`src/rtl/skein_nonce_scanner.sv`:
```
// Nonce-search sequencer for a pipelined skein512 core: issues nonces, filters hashes, queues hits.
// Latency: first nonce on core_nonce 1 cycle after start; a hit shows on found_* 1 cycle after its hash.
// Backpressure: none toward the core (one nonce per cycle); a full found FIFO drops hits and sets found_ovf.
module skein_nonce_scanner #(
  parameter int LATENCY    = 20,
  parameter int FIFO_DEPTH = 4
) (
  input  logic         clk,
  input  logic         rst,
  input  logic         start,
  input  logic         abort,
  input  logic [511:0] midstate_in,
  input  logic [95:0]  data_in,
  input  logic [31:0]  nonce_first,
  input  logic [31:0]  nonce_last,
  input  logic [63:0]  target,
  output logic [511:0] core_midstate,
  output logic [95:0]  core_data,
  output logic [31:0]  core_nonce,
  input  logic [511:0] core_hash,
  output logic         busy,
  output logic         done,
  output logic         found_valid,
  output logic [31:0]  found_nonce,
  input  logic         found_ready,
  output logic         found_ovf
);

  // Pointer width; FIFO_DEPTH is a power of two and at least 2.
  localparam int AW = (FIFO_DEPTH > 1) ? $clog2(FIFO_DEPTH) : 1;
  localparam int CW = AW + 1;
  localparam logic [AW:0] FULL_CNT = FIFO_DEPTH[AW:0];

  typedef enum logic [1:0] {
    IDLE  = 2'd0,
    SCAN  = 2'd1,
    DRAIN = 2'd2
  } state_t;

  state_t state_q, state_d;

  logic [511:0]       midstate_q, midstate_d;
  logic [95:0]        data_q, data_d;
  logic [31:0]        issue_nonce_q, issue_nonce_d;
  logic [31:0]        nonce_last_q, nonce_last_d;
  logic [63:0]        target_q, target_d;
  logic [31:0]        out_nonce_q, out_nonce_d;
  logic [LATENCY-1:0] vld_sr_q, vld_sr_d;
  logic               done_q, done_d;
  logic               ovf_q, ovf_d;

  logic [31:0]        fifo_mem_q [FIFO_DEPTH];
  logic [31:0]        fifo_mem_d [FIFO_DEPTH];
  logic [AW-1:0]      wr_ptr_q, wr_ptr_d;
  logic [AW-1:0]      rd_ptr_q, rd_ptr_d;
  logic [AW:0]        count_q, count_d;

  logic               scan_bit;
  logic               start_acc;
  logic               res_vld;
  logic               hit;
  logic               fifo_full;
  logic               fifo_push;
  logic               fifo_pop;
  logic               unused_hash_lo;

  // Only the top 64 hash bits take part in the target compare.
  assign unused_hash_lo = ^core_hash[447:0];

  // The oldest slot of the valid shift register marks the hash currently on core_hash.
  assign res_vld   = vld_sr_q[LATENCY-1];
  assign hit       = res_vld && (core_hash[511:448] <= target_q);
  assign fifo_full = (count_q == FULL_CNT);

  assign core_midstate = midstate_q;
  assign core_data     = data_q;
  assign core_nonce    = issue_nonce_q;
  assign busy          = (state_q != IDLE);
  assign done          = done_q;
  assign found_valid   = (count_q != '0);
  assign found_nonce   = fifo_mem_q[rd_ptr_q];
  assign found_ovf     = ovf_q;

  // Next state, work latch, nonce issue counter and result tagging counter.
  always_comb begin
    state_d       = state_q;
    midstate_d    = midstate_q;
    data_d        = data_q;
    issue_nonce_d = issue_nonce_q;
    nonce_last_d  = nonce_last_q;
    target_d      = target_q;
    out_nonce_d   = out_nonce_q;
    done_d        = 1'b0;
    scan_bit      = 1'b0;
    start_acc     = 1'b0;
    unique case (state_q)
      IDLE: begin
        if (start) begin
          start_acc     = 1'b1;
          midstate_d    = midstate_in;
          data_d        = data_in;
          issue_nonce_d = nonce_first;
          nonce_last_d  = nonce_last;
          target_d      = target;
          state_d       = SCAN;
        end
      end
      SCAN: begin
        scan_bit = 1'b1;
        // The nonce on core_nonce this cycle is issued even when aborting.
        if ((issue_nonce_q == nonce_last_q) || abort) begin
          state_d = DRAIN;
        end else begin
          issue_nonce_d = issue_nonce_q + 32'd1;
        end
      end
      DRAIN: begin
      end
      default: state_d = IDLE;
    endcase
    vld_sr_d = LATENCY'({vld_sr_q, scan_bit});
    // Finish on the edge that retires the last in-flight result, so done and busy-fall coincide.
    if ((state_q == DRAIN) && (vld_sr_d == '0)) begin
      state_d = IDLE;
      done_d  = 1'b1;
    end
    if (start_acc) begin
      out_nonce_d = nonce_first;
    end else if (res_vld) begin
      out_nonce_d = out_nonce_q + 32'd1;
    end
  end

  // Found-nonce FIFO; a pop frees a slot for a same-cycle push even when full.
  always_comb begin
    fifo_mem_d = fifo_mem_q;
    wr_ptr_d   = wr_ptr_q;
    rd_ptr_d   = rd_ptr_q;
    count_d    = count_q;
    ovf_d      = start_acc ? 1'b0 : ovf_q;
    fifo_pop   = found_ready && (count_q != '0);
    fifo_push  = hit && (!fifo_full || fifo_pop);
    if (hit && fifo_full && !fifo_pop) begin
      ovf_d = 1'b1;
    end
    if (fifo_push) begin
      fifo_mem_d[wr_ptr_q] = out_nonce_q;
      wr_ptr_d             = wr_ptr_q + AW'(1);
    end
    if (fifo_pop) begin
      rd_ptr_d = rd_ptr_q + AW'(1);
    end
    case ({fifo_push, fifo_pop})
      2'b10:   count_d = count_q + CW'(1);
      2'b01:   count_d = count_q - CW'(1);
      default: count_d = count_q;
    endcase
  end

  // FSM state register.
  always_ff @(posedge clk) begin
    if (rst) begin
      state_q <= IDLE;
    end else begin
      state_q <= state_d;
    end
  end

  // Work registers, issue/tag counters and the in-flight valid shift register.
  always_ff @(posedge clk) begin
    if (rst) begin
      midstate_q    <= '0;
      data_q        <= '0;
      issue_nonce_q <= '0;
      nonce_last_q  <= '0;
      target_q      <= '0;
      out_nonce_q   <= '0;
      vld_sr_q      <= '0;
      done_q        <= 1'b0;
    end else begin
      midstate_q    <= midstate_d;
      data_q        <= data_d;
      issue_nonce_q <= issue_nonce_d;
      nonce_last_q  <= nonce_last_d;
      target_q      <= target_d;
      out_nonce_q   <= out_nonce_d;
      vld_sr_q      <= vld_sr_d;
      done_q        <= done_d;
    end
  end

  // FIFO storage, pointers and sticky overflow flag.
  always_ff @(posedge clk) begin
    if (rst) begin
      for (int i = 0; i < FIFO_DEPTH; i++) begin
        fifo_mem_q[i] <= '0;
      end
      wr_ptr_q <= '0;
      rd_ptr_q <= '0;
      count_q  <= '0;
      ovf_q    <= 1'b0;
    end else begin
      fifo_mem_q <= fifo_mem_d;
      wr_ptr_q   <= wr_ptr_d;
      rd_ptr_q   <= rd_ptr_d;
      count_q    <= count_d;
      ovf_q      <= ovf_d;
    end
  end

endmodule
```
`config.mk`:
```
export PLATFORM = sky130hd
export DESIGN_NAME = skein_nonce_scanner
export DESIGN_NICKNAME = d
export VERILOG_FILES = /design/src/rtl/skein_nonce_scanner.sv
export SDC_FILE = /design/constraint.sdc
export NUM_CORES = 2
export LEC_CHECK = 0
export ABC_AREA = 1
export CAP_MARGIN = 20
export CORE_AREA = 2 2 758 760
export CTS_CLUSTER_DIAMETER = 150
export CTS_CLUSTER_SIZE = 40
export DETAILED_ROUTE_END_ITERATION = 16
export DIE_AREA = 0 0 760 762
export PLACE_DENSITY = 0.3
export SYNTH_ARGS = -nofsm -noshare
export SYNTH_HDL_FRONTEND = slang
export SYNTH_SLANG_ARGS = --single-unit
```
`constraint.sdc`:
```
create_clock -name clk -period 3.25 [get_ports clk]
set_input_delay 0.65 -clock clk [delete_from_list [all_inputs] [get_ports clk]]
set_output_delay 0.65 -clock clk [all_outputs]
set_load 0.02 [all_outputs]
```
* Word level (Yosys, flattened, before mapping)
Index checks and enable logic that the tools add are counted.
** Storage, ports and cells
- Logic and storage cells :: 83
- Register bits :: 927
** Operators by class
- Bitwise operators :: 3
- Reductions and logical operators :: 23
- Add/subtract/negate cells :: 6
- Eq/ne operators :: 9
- Muxes and demuxes :: 21
- Magnitude comparators :: 4
** Operators with widths (number)
- 2-to-1 mux 32 bit :: 7
- bitwise mux 128 bit :: 1
- adder 32 x 1 -> 32 bit (second input constant) :: 2
- binary-select mux 32 bit (select 2 bit) :: 1
- demux 32 bit (select 2 bit) :: 1
- less-or-equal comparator 64 bit :: 1
- case mux 32 bit (2 select lines) :: 1
- equality test 32 bit :: 1
- logical NOT 20 bit :: 1
- nonzero test 2 bit :: 5
- logical AND 1 bit :: 7
- greater-or-equal comparator 3 bit (second input constant) :: 2
- 2-to-1 mux 1 bit :: 6
- inequality test 2 bit (second input constant) :: 3
- inverter 2 -> 3 bit :: 2
- case mux 2 bit (3 select lines) :: 1
- case mux 3 bit (2 select lines) :: 1
- AND reduction 3 bit :: 2
- adder 2 x 1 -> 2 bit (second input constant) :: 2
- equality test 2 x 1 -> 1 bit (second input constant) :: 2
- equality test 2 bit (second input constant) :: 2
- 2-to-1 mux 2 bit :: 2
- adder 3 x 1 -> 3 bit (second input constant) :: 1
- equality test 3 bit (second input constant) :: 1
- other kinds (9) :: 11

* Logic depth before layout (Yosys ltp)
- Depth after elaboration :: 6
- Mapped depth :: 22

* Worst setup path after synthesis
Ideal clock, no wire load.
- Kind :: input to register
- Start :: input core_hash[479]
- End :: register count_q[2]
- Setup time :: 122 ps
- Setup slack :: 259 ps
- Stages :: 20
- Data arrival time :: 2869 ps
- Buffers on the path :: 0
- Cells stage by stage :: ha_1 nand2_1 inv_1 nand2_1 nor2_2 nand2_1 nor2_2 nand2_1 nand2_1 o21bai_1 nand2_2 nand2_4 nand3_1 ha_1 inv_1 fa_1 a21oi_1 o21ai_0 o21ai_0 a21oi_1
** Between the ends
- Longest elaborated chain between the ends :: 5
- Elaborated cells on any way between the ends :: 7
- Those cells by class :: order compare: 1; eq/ne: 2; mux: 1; reduce/logical: 3
** Ends and longest elaborated chain
- start, declared :: RTL line 20 : input logic [511:0] core_hash,
- less-or-equal comparator 64 bit (*) :: RTL line 72 : assign hit = res_vld && (core_hash[511:448] <= target_q);
- logical AND 1 bit (*) :: RTL line 72
- logical AND 1 bit (*) :: RTL line 142 : fifo_push = hit && (!fifo_full || fifo_pop);
- equality test 2 x 1 -> 1 bit or equality test 2 bit (tied branches) :: RTL line 153 : case ({fifo_push, fifo_pop})
- case mux 3 bit (2 select lines) or nonzero test 2 bit (tied branches)
- end signal, assigned :: RTL line 206 : count_q <= count_d;
- end, declared :: RTL line 56 : logic [AW:0] count_q, count_d;
Every way passes the cells marked *; elsewhere a longest branch is shown, timed or not.
A chain may end at the register's enable or synchronous reset.

* Worst setup path after layout
- Start :: register rd_ptr_q[1]
- End :: output found_nonce[26]
** Between the ends
- Longest elaborated chain between the ends :: 4
** Ends and longest elaborated chain
- start, declared :: RTL line 55 : logic [AW-1:0] rd_ptr_q, rd_ptr_d;
- start signal, assigned :: RTL line 205 : rd_ptr_q <= rd_ptr_d;
- inverter 2 -> 3 bit (implied by the code) :: RTL line 81 : assign found_nonce = fifo_mem_q[rd_ptr_q];
- binary-select mux 32 bit (select 2 bit) :: RTL line 81
- 2-to-1 mux 32 bit (implied by the code) (2 in a row) :: RTL line 81
- end, declared :: RTL line 24 : output logic [31:0] found_nonce,
No other way between the ends. The select of a mux whose other input is x is not followed.

==> impl_metrics.tcl <==
set metrics [dict create \
    slew_headroom 0.275 \
    fin_worst_skew_ns 0.0769 \
    maxCapViolCount 0 \
    min_period_ns 3.10 \
    dieWidth_microns 760 \
    async_flop_share 0 \
    grt.overflow.total 0 \
    syn_area_sq_um 37600 \
    h-tree-depth 2 \
    cts_buffers 54 \
    syn2layout_area_growth_pct 74.6 \
    yosys-top-cells-area "dfxtp_1 49%, nor2_1 16%, o21ai_0 11%, nand2_1 5.2%, a21oi_1 3.4%" \
    path_cells "clkinvlp_4 > buf_12 > buf_16 > o21ai_0 > a21oi_1 > a21oi_2 > clkdlybuf4s15_2" \
    fillers 66300 \
    synth_nets 6475 \
    drv_slew 0 \
    vias 40500 \
    firstDrtPassIters 5 \
    drt_iter0_markers 2663 \
    hold_class "in2reg" \
    finalNetCount 7931 \
    p_total_uw 31800 \
    initial_core_util 0.0659 \
    grt_pass1_wl_mm 457 \
    ios 1929 \
    grt_max_degree 92 \
    final_hold_viol_count 0 \
    synth_warnings 0 \
    worstPathArrival_ns 2.45 \
    cts_sinks 927 \
    yosysUniqueCellTypes 50 \
    criticalPathCategory "reg2out" \
    synth_edf_count 0 \
    grt_pass1_vias 40100 \
    ir_drop_mv 0.499 \
    clk_pin_slew_ns 0.16 \
    critical_path.startpoint_type "register" \
    wirelength_mm 365 \
    io_buffer_count 1480 \
    critPathRequiredTime_ns 2.60 \
    antenna_left 0 \
    clk_latency_ns 0.88 \
    dieArea_sq_um 579000 \
    dp_hpwl_mm 314 \
    rows 278 \
    die_height_microns 762 \
    avgViaCountPerCell 2.83 \
    cpPeakStageDelay_ns 0.37 \
    post-route-period-util 0.955 \
    pwr_density_cell_nw_per_um2 484 \
    multiInputGateArea_sq_um 16400 \
    synth_top_area_frac 0.493 \
    grt_util_all_layers 0.121 \
    drcViolationCount 0 \
    cp_max_fo 25 \
    worst_slew_pin_slew_ns 1.08 \
    cp-end-kind "output port" \
    routedWlPerCell_microns 25.5 \
    synth_seq_cells 927 \
    setup_viol 0 \
    final_common_cell "nor2_1" \
    synth.avg_cell_area_sq_um 7.31 \
    cts_tree "yes" \
    crit_slowest_cell "dfxtp_2" \
    root_buffer "clkbuf_16" \
    status "completed" \
    final_layout_size_suffix_gt1_frac 0.0759 \
    syn_inst 5150 \
    final_cell_mix "1633 x nor2_1, 1429 x clkdlybuf4s50_1, 924 x dfxtp_1" \
    clk_path_buf_depth 3 \
    leakage_uw 0.0248 \
    preCtsSetupSlack_ns -0.568 \
    final-seq-area_sq_um 18600 \
    synth_area_leader_cell "dfxtp_1" \
    fmax_mhz 322 \
    gp_congestion 0.837 \
    layout_setup_ws_ns 0.148 \
    grt_antenna_before_repair 306 \
    synthFlopType "dfxtp_1" \
    rsz0062_at_grt "false" \
    core_area_sq_um 571000 \
    yosysSeqAreaShare 0.493 \
]
[state kept, by name, summed over array words and instances (netlist names)]
name           count
state_q            2
vld_sr_q          20
count_q            3
core_data         96
found_ovf          1
core_nonce        32
target_q          64
rd_ptr_q           2
done               1
wr_ptr_q           2
fifo_mem_q       128
nonce_last_q      32
out_nonce_q       32
core_midstate    512
[cell usage after synthesis, types with 3 or more instances]
master	instances
a21o_1	3
a21oi_1	259
a311oi_1	5
buf_2	40
buf_4	7
buf_6	26
clkbuf_1	274
dfxtp_1	927
ha_1	71
inv_1	307
inv_2	6
mux2i_1	11
nand2_1	526
nand2_2	11
nand2_4	4
nand3_1	39
nand3b_1	3
nand4_1	19
nand4_4	4
nor2_1	1635
nor2_2	16
nor2_4	6
nor3_1	21
nor4_1	5
o211ai_1	11
o21ai_0	807
o21bai_1	12
o221ai_1	3
or2_2	12
xnor2_1	35
xor2_1	22
[per-layer routing]
| layer | share of wire | GRT usage | routed length, microns |
|---|---|---|---|
| met5 | 0.0032 | 0 | 1170 |
| met4 | 0.029 | 0.0297 | 10700 |
| met3 | 0.14 | 0.0715 | 50400 |
| met2 | 0.39 | 0.169 | 141000 |
| met1 | 0.44 | 0.158 | 161000 |
[cell families after synthesis]
| group | synth area share |
|---|---|
| fa+ha+maj | 0.0241 |
| xor+xnor | 0.0133 |
| buf+inv | 0.0740 |
| mux | 0.00293 |
| compound gates | 0.150 |
| simple gates | 0.242 |
| flops | 0.493 |
[final cells by class]
type / count / share of cell area
sequential: 927 / 0.282
timing repair buffer: 1752 / 0.266
multi-input combinational: 3557 / 0.249
tap: 7560 / 0.144
clock buffer: 55 / 0.0209
inverter: 314 / 0.0182
clock inverter: 47 / 0.0172
antenna: 75 / 0.00285
[per-stage QoR]
step	utilization	TNS, ns	area (sq um)	std cells	hold WS (ns)
6_report	0.115	0	65700	14300	0.191
3_5_place_dp	0.110	-21.75	63000	14100	0.414
4_1_cts	0.115	-0.000176	65500	14200	0.0720
5_1_grt	0.115	0	65600	14200	0.137
2_1_floorplan	-	0	37600	5150	0.403
3_3_place_gp	0.110	-22.45	63000	14100	0.412
[worst paths after layout]
| kind | from | end | slack (ns) | depth (start not counted) |
|---|---|---|---|---|
| max | rd_ptr_q[1] | found_nonce[26] | 0.15 | 7 |
| min | rst | fifo_mem_q[36] | 0.19 | 4 |
| max reg2reg | target_q[57] | count_q[2] | 0.25 | 18 |
| min reg2reg | vld_sr_q[14] | vld_sr_q[15] | 0.43 | 2 |
[critical path: cells and delay by family (launching register included)]
kind / cells / cell delay, ns
DFF: 1 / 0.37
AOI/OAI and AO/OA: 3 / 0.40
buffers and inverters: 4 / 0.80
[report_power, final]
part,switching (uW),internal (uW),leakage [uW]
logic,5000,3310,0.0160
registers,847,12300,0.00765
clock network,6430,3870,0.00115
[repair_timing]
action	4_1_cts	5_1_grt
pin swaps	0	1
buffers inserted	2	0
cloned	1	0
gates resized for setup	83	29
hold buffers	0	0
endpoints found under the setup margin	28	15
endpoints found under the hold margin	0	0
No activity file was read; power rests on OpenSTA's default activity.
